`config.mk`:
```
export PLATFORM = sky130hd
export DESIGN_NAME = pc_fetch_ctrl
export DESIGN_NICKNAME = d
export VERILOG_FILES = /design/src/rtl/pc_fetch_ctrl.sv
export SDC_FILE = /design/constraint.sdc
export NUM_CORES = 1
export LEC_CHECK = 0
export CELL_PAD_IN_SITES_DETAIL_PLACEMENT = 1
export CELL_PAD_IN_SITES_GLOBAL_PLACEMENT = 1
export CORE_MARGIN = 1
export CORE_UTILIZATION = 28
export DETAILED_ROUTE_END_ITERATION = 8
export GPL_TIMING_DRIVEN = 0
export PLACE_DENSITY_LB_ADDON = 0.1
export SKIP_CTS_REPAIR_TIMING = 1
export SYNTH_ARGS = -nofsm -noshare
export SYNTH_HDL_FRONTEND = slang
export SYNTH_SLANG_ARGS = --single-unit
```
`constraint.sdc`:
```
create_clock -name clk -period 1.9 [get_ports clk]
set_clock_uncertainty 0.1 [all_clocks]
set_input_delay 0.19 -clock clk [delete_from_list [all_inputs] [get_ports clk]]
set_output_delay 0.19 -clock clk [all_outputs]
set_load 0.03 [all_outputs]
```
`src/rtl/pc_fetch_ctrl.sv`:
```
// Program counter and next-PC selection for the RV32I fetch stage.
// Arbitrates trap entry, trap return, redirects and sequential fetch, and halts on misaligned redirects.
module pc_fetch_ctrl #(
  parameter int                 XLEN         = 32,
  parameter logic [XLEN-1:0]    RESET_VECTOR = '0,
  parameter logic [XLEN-1:0]    TRAP_VECTOR  = XLEN'(32'h0000_0100),
  parameter int                 IALIGN       = 32
) (
  input  logic            clk,
  input  logic            rst,
  input  logic            fetch_ready_i,
  input  logic            stall_i,
  input  logic            redirect_i,
  input  logic [XLEN-1:0] redirect_target_i,
  input  logic            trap_i,
  input  logic            trap_return_i,
  input  logic [XLEN-1:0] epc_i,
  output logic [XLEN-1:0] pc_o,
  output logic [XLEN-1:0] pc_inc_o,
  output logic            fetch_valid_o,
  output logic            flush_o,
  output logic            misalign_o,
  output logic [XLEN-1:0] misalign_addr_o
);

  if (IALIGN != 32 && IALIGN != 16) begin : g_bad_ialign
    $error("pc_fetch_ctrl: IALIGN must be 16 or 32");
  end

  localparam logic [XLEN-1:0] INC      = XLEN'(IALIGN / 8);
  localparam logic [XLEN-1:0] BIT0_CLR = ~XLEN'(1);

  typedef enum logic [1:0] {
    ST_BOOT = 2'd0,
    ST_RUN  = 2'd1,
    ST_HALT = 2'd2
  } state_t;

  state_t          r_state, w_state_nxt;
  logic [XLEN-1:0] r_pc, w_pc_nxt;
  logic            r_misalign, w_misalign_nxt;
  logic [XLEN-1:0] r_misalign_addr, w_misalign_addr_nxt;
  logic [XLEN-1:0] w_tgt;
  logic [XLEN-1:0] w_epc;
  logic            w_tgt_misaligned;

  assign w_tgt            = redirect_target_i & BIT0_CLR;
  assign w_epc            = epc_i & BIT0_CLR;
  // With 16-bit instructions every even target is legal.
  assign w_tgt_misaligned = (IALIGN == 32) && w_tgt[1];

  // NOTE: every signal written here gets a default first, so no path leaves one unassigned and infers a latch.
  always_comb begin
    w_state_nxt         = r_state;
    w_pc_nxt            = r_pc;
    w_misalign_nxt      = 1'b0;
    w_misalign_addr_nxt = r_misalign_addr;
    flush_o             = 1'b0;
    if (trap_i) begin
      w_pc_nxt    = TRAP_VECTOR;
      w_state_nxt = ST_RUN;
      flush_o     = 1'b1;
    end else begin
      unique case (r_state)
        ST_BOOT: w_state_nxt = ST_RUN;
        ST_RUN: begin
          if (trap_return_i) begin
            w_pc_nxt = w_epc;
            flush_o  = 1'b1;
          end else if (redirect_i) begin
            flush_o = 1'b1;
            if (w_tgt_misaligned) begin
              w_misalign_nxt      = 1'b1;
              w_misalign_addr_nxt = w_tgt;
              w_state_nxt         = ST_HALT;
            end else begin
              w_pc_nxt = w_tgt;
            end
          end else if (!stall_i && fetch_ready_i) begin
            w_pc_nxt = r_pc + INC;
          end
        end
        ST_HALT: ;
        default: w_state_nxt = ST_BOOT;
      endcase
    end
  end

  // NOTE: state registers use non-blocking assignments so every flop samples pre-edge values.
  always_ff @(posedge clk or negedge rst) begin
    if (!rst) begin
      r_state         <= ST_BOOT;
      r_pc            <= RESET_VECTOR;
      r_misalign      <= 1'b0;
      r_misalign_addr <= '0;
    end else begin
      r_state         <= w_state_nxt;
      r_pc            <= w_pc_nxt;
      r_misalign      <= w_misalign_nxt;
      r_misalign_addr <= w_misalign_addr_nxt;
    end
  end

  assign pc_o            = r_pc;
  assign pc_inc_o        = r_pc + INC;
  assign fetch_valid_o   = (r_state == ST_RUN);
  assign misalign_o      = r_misalign;
  assign misalign_addr_o = r_misalign_addr;

endmodule
```
# Yosys cells after proc, flatten, opt, wreduce, memory -nomap -nowiden
# Index checks and enable logic that the tools add are counted.
[totals] output_inout_bits=99 register_bits=66 inputBits=71 elab_cells=42
[op_classes] n_addsub=1 bitwise_logic=2 eq_ne=7 reduce_logical=8 n_mux=20
[op_table] operator="2-to-1 mux 32 bit" n=6
[op_table] operator="adder 32 x 3 -> 32 bit, second input constant" n=1
[op_table] operator="2-to-1 mux 1 bit" n=9
[op_table] operator="inequality test 3 bit, second input constant" n=3
[op_table] operator="2-to-1 mux 2 bit" n=4
[op_table] operator="one-hot mux 2 bit (3 select lines)" n=1
[op_table] operator="AND reduction 5 bit" n=1
[op_table] operator="inequality test 4 x 2 -> 1 bit, second input constant" n=1
[op_table] operator="AND reduction 4 bit" n=1
[op_table] operator="nonzero test 4 bit" n=1
[op_table] operator="AND reduction 3 bit" n=1
[op_table] operator="equality test 2 x 1 -> 1 bit, second input constant" n=1
[op_table] operator="equality test 2 bit, second input constant" n=1
[op_table] operator="zero test 2 bit" n=1
[op_table] operator="inequality test 2 bit, second input constant" n=1
[op_table] operator="NOT 1 bit" n=2
[op_table] operator="nonzero test 2 bit" n=1
[op_table] operator="logical AND 1 bit" n=1
[op_table] operator="zero test 1 bit" n=1

# Depth between registers and ports, before layout
# Gate-level depths: netlist (run 1).
[depth] word_depth=7 ltp_mapped=7 depth_no_buf=6

# Worst setup path after synthesis (run 1)
# OpenSTA, ideal clock, no wires.
[synth_path] kind="register to output" from="reg r_pc[2], in the netlist pc_o[2]" to="out pc_inc_o[22]" stages_incl_launch_ff=6 required_time_ns=1.610 t_arrival_ns=2.285 path_buffers=0 slack_ns=-0.675 cell_sequence="dfrtp_1 -> ha_1 -> and2_1 -> nand3_1 -> or4_1 -> xnor2_1"
[synth_via] elab_chain_len=1
[synth_rtl] element="start: declaration" line_no="40" rtl="logic [XLEN-1:0] r_pc, w_pc_nxt;"
[synth_rtl] element="start signal: assignment" line_no="98" rtl="r_pc <= w_pc_nxt;"
[synth_rtl] element="adder 32 x 3 -> 32 bit" line_no="105" rtl="assign pc_inc_o = r_pc + INC;"
[synth_rtl] element="end: declaration" line_no="19" rtl="output logic [XLEN-1:0] pc_inc_o,"
# No other way between the ends.

# Final worst setup path (run 1)
[layout_path] from="reg r_pc[3], in the netlist pc_o[3]" to="out pc_inc_o[22]"
# The elaborated chain is that of the path after synthesis.

==> out/results.txt, run 1 <==
Clock-pin slew was measured on the worst setup and hold paths at 60 ps. The endpoint identified for the worst register-to-register timing path is pc_o[25]. The critical path goes through ha_4 -> and2_4 -> nand3_4 -> or4_4 -> xnor2_4 -> buf_6. Wire segments on met3 add up to 1.31 mm in the final route. For this run, the slowest stage of the critical path takes 600 ps. The tools report the worst reg-to-reg setup slack as -330 ps.

For the initial antenna violation count, the log shows 0. Total routing usage reported by global routing: 23.2%. Among all cell types in the netlist, the one instantiated most often is sky130_fd_sc_hd__dfrtp_1.

The clock period minus final worst setup slack works out to 2450 ps. The clock net in this run drives a total of 65 sinks. The startpoint identified for the worst hold timing path is trap_return_i. In this run the worst path has a maximum fanout of 5.

The type of the setup path with the least slack is reg -> out. The run gives 4147 as the number of global-route vias before repair. Sequential cells burn 28.7% of the power. Before antenna repair, the detailed router went through 4 iterations. The amount of wire on met2 after detailed routing came out at 9.64 mm. Of the total power, the clock network draws 27.1%.

The final period utilization works out to 129%. The die covers 0.0141 sq mm. The tools report the sum of net half-perimeters after detailed placement as 12.1 mm. The share of flip-flops with an asynchronous set or reset came out at 100%. The maximum level of the CTS H-tree came out at 3.

The worst-case headroom to the max-slew limit is 56.0%, and the count of max-cap constraint violations is 0. The top layer used by detailed routing is met4. In the routed design, unresolved DRC markers number 0. The worst hold path terminates at pc_o[30]. The run gives 1610 ps as the critical path required time. The maximum clock insertion buffer count is 2, and the mapped cell area is 0.00382 sq mm. For this block, the routed nets add up to 19.8 mm of wire.

The run finished, with violations left. The number of antenna diodes in the final layout is 0. Overall power consumption after layout is estimated at 6.93 mW.

Synthesis produced 393 cells. The tools report the sequential element share of the synthesized area as 42.6%. After detailed routing, the average wire length per cell comes to 23.2 microns. The worst register-to-register path begins at pc_o[15]. The achievable frequency is 0.408 GHz, and the post-synthesis register bit count is 65.

Clock tree synthesis inserted a total of 9 buffers. The instance count along the most critical hold path was 4; the global-route wire length before repair was 24.5 mm. The final reports fail on negative setup slack. The tools report the total count of max-transition violations in the final report as 0.

The worst min-delay path class was in -> reg. Counting distinct cell types in the post-synthesis netlist gives 56. Internal power comes to 4.36 mW. Cell leakage power: 3.60 nW. In this run the power spent charging and discharging nets is 2.57 mW. The count of synthesis-stage warnings from yosys was 0; the count of final hold-check violations was 0. At the end of the flow, the number of nets in the layout was 742.

The total congestion overflow after global routing is 0. The tools report the arrival time of data at the critical path endpoint as 2160 ps. Highest-delay cell along the critical path: sky130_fd_sc_hd__or4_4. After synthesis, the largest area contributor takes up 42.6% of total cell area. The switching part of the total came out at 37.1%.

Routed metal-1 wirelength: 8.27 mm. The worst setup slack after layout is -554 ps. The number of port buffers works out to 162. Relative area change from synthesis to final layout: 107%.

The core area came out at 0.0132 sq mm. Root buffer cell: sky130_fd_sc_hd__clkbuf_16. The final antenna-violating net count is 0, and the count of flip-flops with a built-in enable after synthesis is 0. The number of cells on the worst reg-to-reg path is 8. After filler insertion, the fill cell instance count of the layout stands at 1368. The combinational share of power was 44.2%; the maximum vdd ir drop was 556 uV.

For this design the top-level I/O count stands at 170. TritonCTS built the clock tree. The average instance area after synthesis was 9.71 sq um.

The vias after detailed routing is 4527. Entering global routing, the biggest net connects 66 pins. The floorplan step set the die height to 119 microns. Setup repair after global routing could not meet its margin everywhere.

After synthesis, the most frequently instantiated cells are sky130_fd_sc_hd__dfrtp_1 (65), sky130_fd_sc_hd__nand2_1 (38), sky130_fd_sc_hd__mux2_2 (30), sky130_fd_sc_hd__xnor2_1 (22), sky130_fd_sc_hd__nor2_1 (20). For this run, the leading register cell type out of synthesis is sky130_fd_sc_hd__dfrtp_1. The kind of end point of the critical path was an output port. At the placement stage, the worst setup path has a slack of -1280 ps. For this design the ratio of total power to cell area is 876 mW/mm^2. The die is 119 microns wide. For the worst-skew pair, the clock arrives at the later sink with an insertion delay of 350 ps.

Setup violations remaining at the end of the flow were counted as 78. The initial utilization of the core area, before any placement, comes to 28.8%. The worst setup path is launched from a flip-flop. In the post-synthesis netlist, the biggest area contributors are sky130_fd_sc_hd__dfrtp_1 (43%), sky130_fd_sc_hd__mux2_2 (8.9%), sky130_fd_sc_hd__xnor2_1 (5.0%). The largest total area in the synthesized netlist belongs to sky130_fd_sc_hd__dfrtp_1. At the pin with the least slew margin, the transition time is 660 ps.

The via count normalized by instance count is 5.32. The tools report the number of cell rows as 42. At the end of routability-driven placement, the weighted congestion stood at 0.797.

For this block, the initial DRC count from the detailed router was 316. Of the cells placed in the final design, the portion with a size suffix greater than 1 is 45.6%.
## cells in the final DEF, fill, tap and decap left out, drive strengths merged, types with 4 or more instances in the layout
master | synthesis | routed
buf | 15 | 144
clkdlybuf4s50 | 0 | 122
dfrtp | 65 | 65
nand2 | 38 | 38
mux2 | 30 | 30
clkbuf | 15 | 27
xnor2 | 22 | 22
nor2 | 20 | 20
o21ai | 19 | 19
nand3 | 17 | 17
a21oi | 14 | 14
dlymetal6s2s | 0 | 11
nand4 | 10 | 10
and4 | 8 | 8
and3 | 8 | 8
a22oi | 8 | 8
nor3 | 8 | 8
inv | 6 | 6
a22o | 6 | 6
or3 | 6 | 6
xor2 | 6 | 6
a221o | 5 | 5
o22ai | 4 | 4
nand2b | 4 | 4
a31oi | 4 | 4
mux2i | 4 | 4
o211ai | 4 | 4
## critical path: cells and delay by family, from the launching register on
kind	cells	cell delay, ps
buffers and inverters	1	160
adder cells (fa/ha/maj)	1	160
AND/OR/NAND/NOR	3	870
flip-flops	1	420
XOR/XNOR	1	210
## worst max path at each step
stage                 start            to  slack (ps)  depth (start not counted)
CTS                 pc_o[9]  pc_inc_o[30]       -1140                          7
floorplan           pc_o[9]      pc_o[25]        -230                          7
global placement        rst      pc_o[18]       -2220                          1
detailed placement   trap_i      pc_o[23]       -1280                          6
finish              pc_o[3]  pc_inc_o[22]        -550                          6
global route        pc_o[9]  pc_inc_o[22]        -610                          6
## metal layers
metal  up-vias  GRT usage, %
met5         -             0
met4         0          8.23
met3        40          5.84
met2       186          36.2
met1      2289          30.8
li1       2012             -
## cell families (layout without fill, tap and decap cells)
group / Yosys count / after routing / share of synthesized area [%]
buf+inv: 36 / 316 / 4.69
fa+ha+maj: 1 / 1 / 0.328
compound gates: 92 / 92 / 17.2
flops: 65 / 65 / 42.6
xor+xnor: 28 / 28 / 6.43
mux: 34 / 34 / 9.90
simple gates: 136 / 136 / 18.8
other cells: 1 / 3 / 0.0983
## power groups by stage
stage                     Sequential, mW  Combinational [mW]  Clock, mW
after floorplan                     2.53               0.813          0
after global placement              1.98                2.50          0
after detailed placement            2.01                2.54          0
after CTS                           1.99                2.55       1.87
after global routing                2.02                3.18       1.95
final                               1.99                3.06       1.88
## registers in the layout, summed over array words and instances (netlist names)
signal	count
pc_o	31
misalign_addr_o	31
r_state	2
misalign_o	1
## through the flow
stage               utilization [%]  area, sq um  hold WS (ps)  TNS [ps]  cells
floorplan                         -         4210          -206     -2580    395
global placement               45.7         6050           355   -179280    733
detailed placement             45.9         6080           131    -48270    734
CTS                            48.3         6400          -234    -41560    750
global route                   59.8         7920           259    -18570    851
finish                         59.8         7920           234    -15280    851
## final cells by class
cell class | count | area [sq um] | share of cell area [%]
Inverter | 6 | 22.5 | 0.285
Multi-Input combinational cell | 294 | 2830 | 35.7
Clock inverter | 5 | 78.8 | 0.996
Buffer | 30 | 263 | 3.32
Sequential cell | 65 | 1660 | 20.9
Timing Repair Buffer | 264 | 2610 | 32.9
Clock buffer | 11 | 243 | 3.07
Tap cell | 176 | 220 | 2.78
(Power assumes the default switching activity.)
==> run 2: changes to the inputs <==
--- a/config.mk
+++ b/config.mk
@@ -11,7 +11,7 @@
 export CORE_UTILIZATION = 28
 export DETAILED_ROUTE_END_ITERATION = 8
 export GPL_TIMING_DRIVEN = 0
-export PLACE_DENSITY_LB_ADDON = 0.1
+export PLACE_DENSITY = 0.73
 export SKIP_CTS_REPAIR_TIMING = 1
 export SYNTH_ARGS = -nofsm -noshare
 export SYNTH_HDL_FRONTEND = slang
==> run 2 against run 1 <==
The flow still finishes with violations (negative setup slack). Non-clock buffer count shrank 34. Combinational power shrank 6%. Routed wire length shrank 6.2%. Sequential power is essentially flat. Total power shrank 3.6%. Setup slack gained 35 ps. Global-route usage shrank 1.0 points. Die area is the same. Sequential share of layout area grew 1.4 points. Critical path depth grew 1. Count of clock-buffer cells in the layout shrank 1. Via count shrank 3.3%. Critical path type unchanged. Largest cell class is now multi-input combinational cells. Largest power group unchanged.
==> out/results.txt, run 2 (synthesis results as in run 1) <==
The run finished, with violations left. The final reports fail on negative setup slack. The run gives 11.9 mm (-1.9%) as the sum of net half-perimeters after detailed placement. Worst reg-to-reg setup slack: -340 ps (about the same). The run gives 2130 ps (-30 ps) as the arrival time of data at the critical path endpoint. The startpoint identified for the worst register-to-register timing path is pc_o[15]. The via count normalized by instance count was 5.36 (+0.69%); the internal portion of total power was 4.18 mW (-4.1%). Combinational share of power: 43.2% (-1.0 points). The run gives 0 (unchanged) as the total congestion overflow after global routing.

Core area: 0.0132 sq mm (unchanged). Power share of the clock group: 27.3% (+0.2 points). The number of port buffers was 162 (unchanged); the number of logic stages on the critical path including buffering was 7 (+1). Setup repair after global routing could not meet its margin everywhere. For the maximum number of pins on one net before global-route repair, the log shows 66 (unchanged).

The power density over the cells came out at 903 mW/mm^2 (+3.1%). Part of the power in registers: 29.5% (+0.8 points). The final period utilization was 127% (-1.9 points); the number of DRC violations after detailed routing was 0 (unchanged). For the hold slack, the log shows 263 ps (+29.9 ps). The tools report the number of cell rows as 42 (unchanged). Family with the most delay on the worst path: simple AND/OR/NAND/NOR gates. In this run the critical register-to-register path is captured at pc_o[25]. The antenna cell count was 0 (unchanged); the maximum single-stage delay on the critical path was 410 ps (-190 ps).

The total routing usage reported by global routing is 22.1% (-1.0 points), and the worst-case headroom to the max-slew limit is 39.3% (-17 points). For the final antenna-violating net count, the log shows 0 (unchanged). The library cell used most frequently in the layout, excluding fill and tap cells, is sky130_fd_sc_hd__clkdlybuf4s50_1.

The sum of routed wire length over all layers was 18.6 mm (-6.2%); the total count of max-transition violations in the final report was 0 (unchanged). In this design, the critical path's most frequently occurring cell is sky130_fd_sc_hd__buf_6. The run gives 50 (-36%) as the total of endpoints with negative setup slack in the final report.

The most critical setup path has its startpoint at pc_o[15]. Vias after detailed routing: 4376 (-3.3%). The logs give 2.50 mW (-2.7%) for the switching power and 0 (unchanged) for the count of final hold-check violations. The worst setup slack after layout was -519 ps (+35.2 ps). The run gives 23.8 mm (-2.7%) as the global-route wire length before repair. The total I/O pin count is 170 (unchanged), and the maximum vdd ir drop is 539 uV (-3.1%). The post-CTS clock slew at the launch and capture registers of the worst setup and hold paths came out at 60 ps (about the same). The count of max-cap constraint violations was 0 (unchanged); the width of the die was 119 microns (unchanged).

The worst min-delay path class is in -> reg. The share of cells above drive strength 1 works out to 42.0% (-3.7 points). For the worst setup slack before clock tree synthesis, the log shows -977 ps (+299 ps). The path depth of the worst reg2reg path was 8 (unchanged). The library cells used most frequently in the layout, excluding fill and tap cells, are sky130_fd_sc_hd__clkdlybuf4s50_1 (123), sky130_fd_sc_hd__buf_4 (65), sky130_fd_sc_hd__dfrtp_1 (42). The initial core utilization is 28.8% (unchanged). The run gives 3 (unchanged) as the maximum level of the CTS H-tree.

The post-detailed-placement cell area is 0.00605 sq mm (-0.45%). The tools report the end of the critical path as pc_inc_o[25]. The final weighted congestion of routability-driven global placement came out at 0.815 (+2.3%).

The worst setup path is captured at an output port. The first-pass iteration count of the detailed router was 5 (+1). For the total clock buffers created by CTS, the log shows 9 (unchanged). The tools report the post-route non-filler standard cell count as 817 (-4.0%). Final-stage net count: 708 (-4.6%).

The maximum clock insertion buffer count was 2 (unchanged); the switching part of the total was 37.4% (+0.34 points). TritonCTS built the clock tree. The clock period minus final worst setup slack is 2420 ps (-35.2 ps).

The tools report the clock latency of the later-clocked register in the worst-skew pair as 340 ps (about the same). STA classifies the critical path startpoint as a flip-flop. The highest-delay cell along the critical path is sky130_fd_sc_hd__dfrtp_2. The achievable frequency is 0.413 GHz (+1.5%).

Traced cell by cell, the critical path runs through and4_1 -> buf_6 -> and4_1 -> buf_6 -> nand4_1 -> xnor2_2 -> buf_6. The logs give 55.9% (-3.9 points) for the final core utilization and 65 (unchanged) for the total clock sinks. The logs give 4180 (+0.80%) for the number of global-route vias before repair and 0.0141 sq mm (unchanged) for the die area. The root buffer cell was sky130_fd_sc_hd__clkbuf_16. The detail-routed net length per standard cell was 22.7 microns (-2.3%); the cell leakage power was 3.31 nW (-8.1%).

The maximum fanout along the worst path was 6 (+1). The vertical die dimension is 119 microns (unchanged). Area of all placed cells without fillers: 0.00740 sq mm (-6.4%).

The initial antenna violation count was 0 (unchanged). The critical path buffer and inverter count is 3 (+2). The type of the setup path with the least slack was reg -> out. The tools report the violation count after the first detailed-routing iteration as 339 (+7.3%). The actual slew at the worst max-slew pin was 911 ps (+251 ps). The area growth from synthesis to layout is 94.0%. The number of instances in the placed design is 733 (-0.14%), and the critical path required time is 1610 ps (about the same).
## run 2: power groups by stage
stage	clock (mW)	combinational, mW	sequential (mW)
after floorplan	0	0.813	2.53
after global placement	0	2.49	1.98
after detailed placement	0	2.52	2.00
after CTS	1.81	2.53	1.98
after global routing	1.90	3.01	2.01
final	1.83	2.89	1.97
## run 2: layout make-up
| class | instances | area (sq um) |
|---|---|---|
| clock inverters | 6 | 82.6 |
| clock buffers | 10 | 229 |
| repair buffers | 230 | 2200 |
| well taps | 176 | 220 |
| inverters | 6 | 22.5 |
| flip-flops and latches | 65 | 1660 |
| fillers | 1409 | 5840 |
| plain buffers | 30 | 260 |
| multi-input cells | 294 | 2740 |
## run 2: worst reg2reg max path: stages (launching register included)
cell and delay (ps):
sky130_fd_sc_hd__dfrtp_2 410, sky130_fd_sc_hd__and4_1 240, sky130_fd_sc_hd__buf_6 140, sky130_fd_sc_hd__and4_1 230
sky130_fd_sc_hd__buf_6 140, sky130_fd_sc_hd__nand4_1 180, sky130_fd_sc_hd__xnor2_2 230, sky130_fd_sc_hd__buf_4 150
sky130_fd_sc_hd__a221o_1 320
## run 2: worst min-delay path by stage
stage	startpoint	endpoint	slack [ps]	cells past startpoint
6_report	redirect_target_i[1]	r_state[0]	260	3
5_1_grt	trap_return_i	r_state[1]	280	4
4_1_cts	rst	pc_o[19]	-80	1
3_5_place_dp	rst	pc_o[23]	270	1
3_3_place_gp	misalign_addr_o[1]	misalign_addr_o[1]	350	1
2_1_floorplan	rst	misalign_addr_o[10]	-210	0
## run 2: through the flow
step	power (mW)	setup TNS [ps]
after floorplan	3.34	-2580
after global placement	4.48	-172250
after detailed placement	4.52	-47270
after CTS	6.32	-40280
after global routing	6.92	-14110
final	6.69	-10660
## run 2: per-layer routing
layer	part of all wire, %	global-route usage (%)	vias up
met4	2.5	8.15	0
li1	-	-	1944
met1	41	29.6	2237
met3	6.5	3.38	28
met2	50	35.9	167
met5	0	0	-
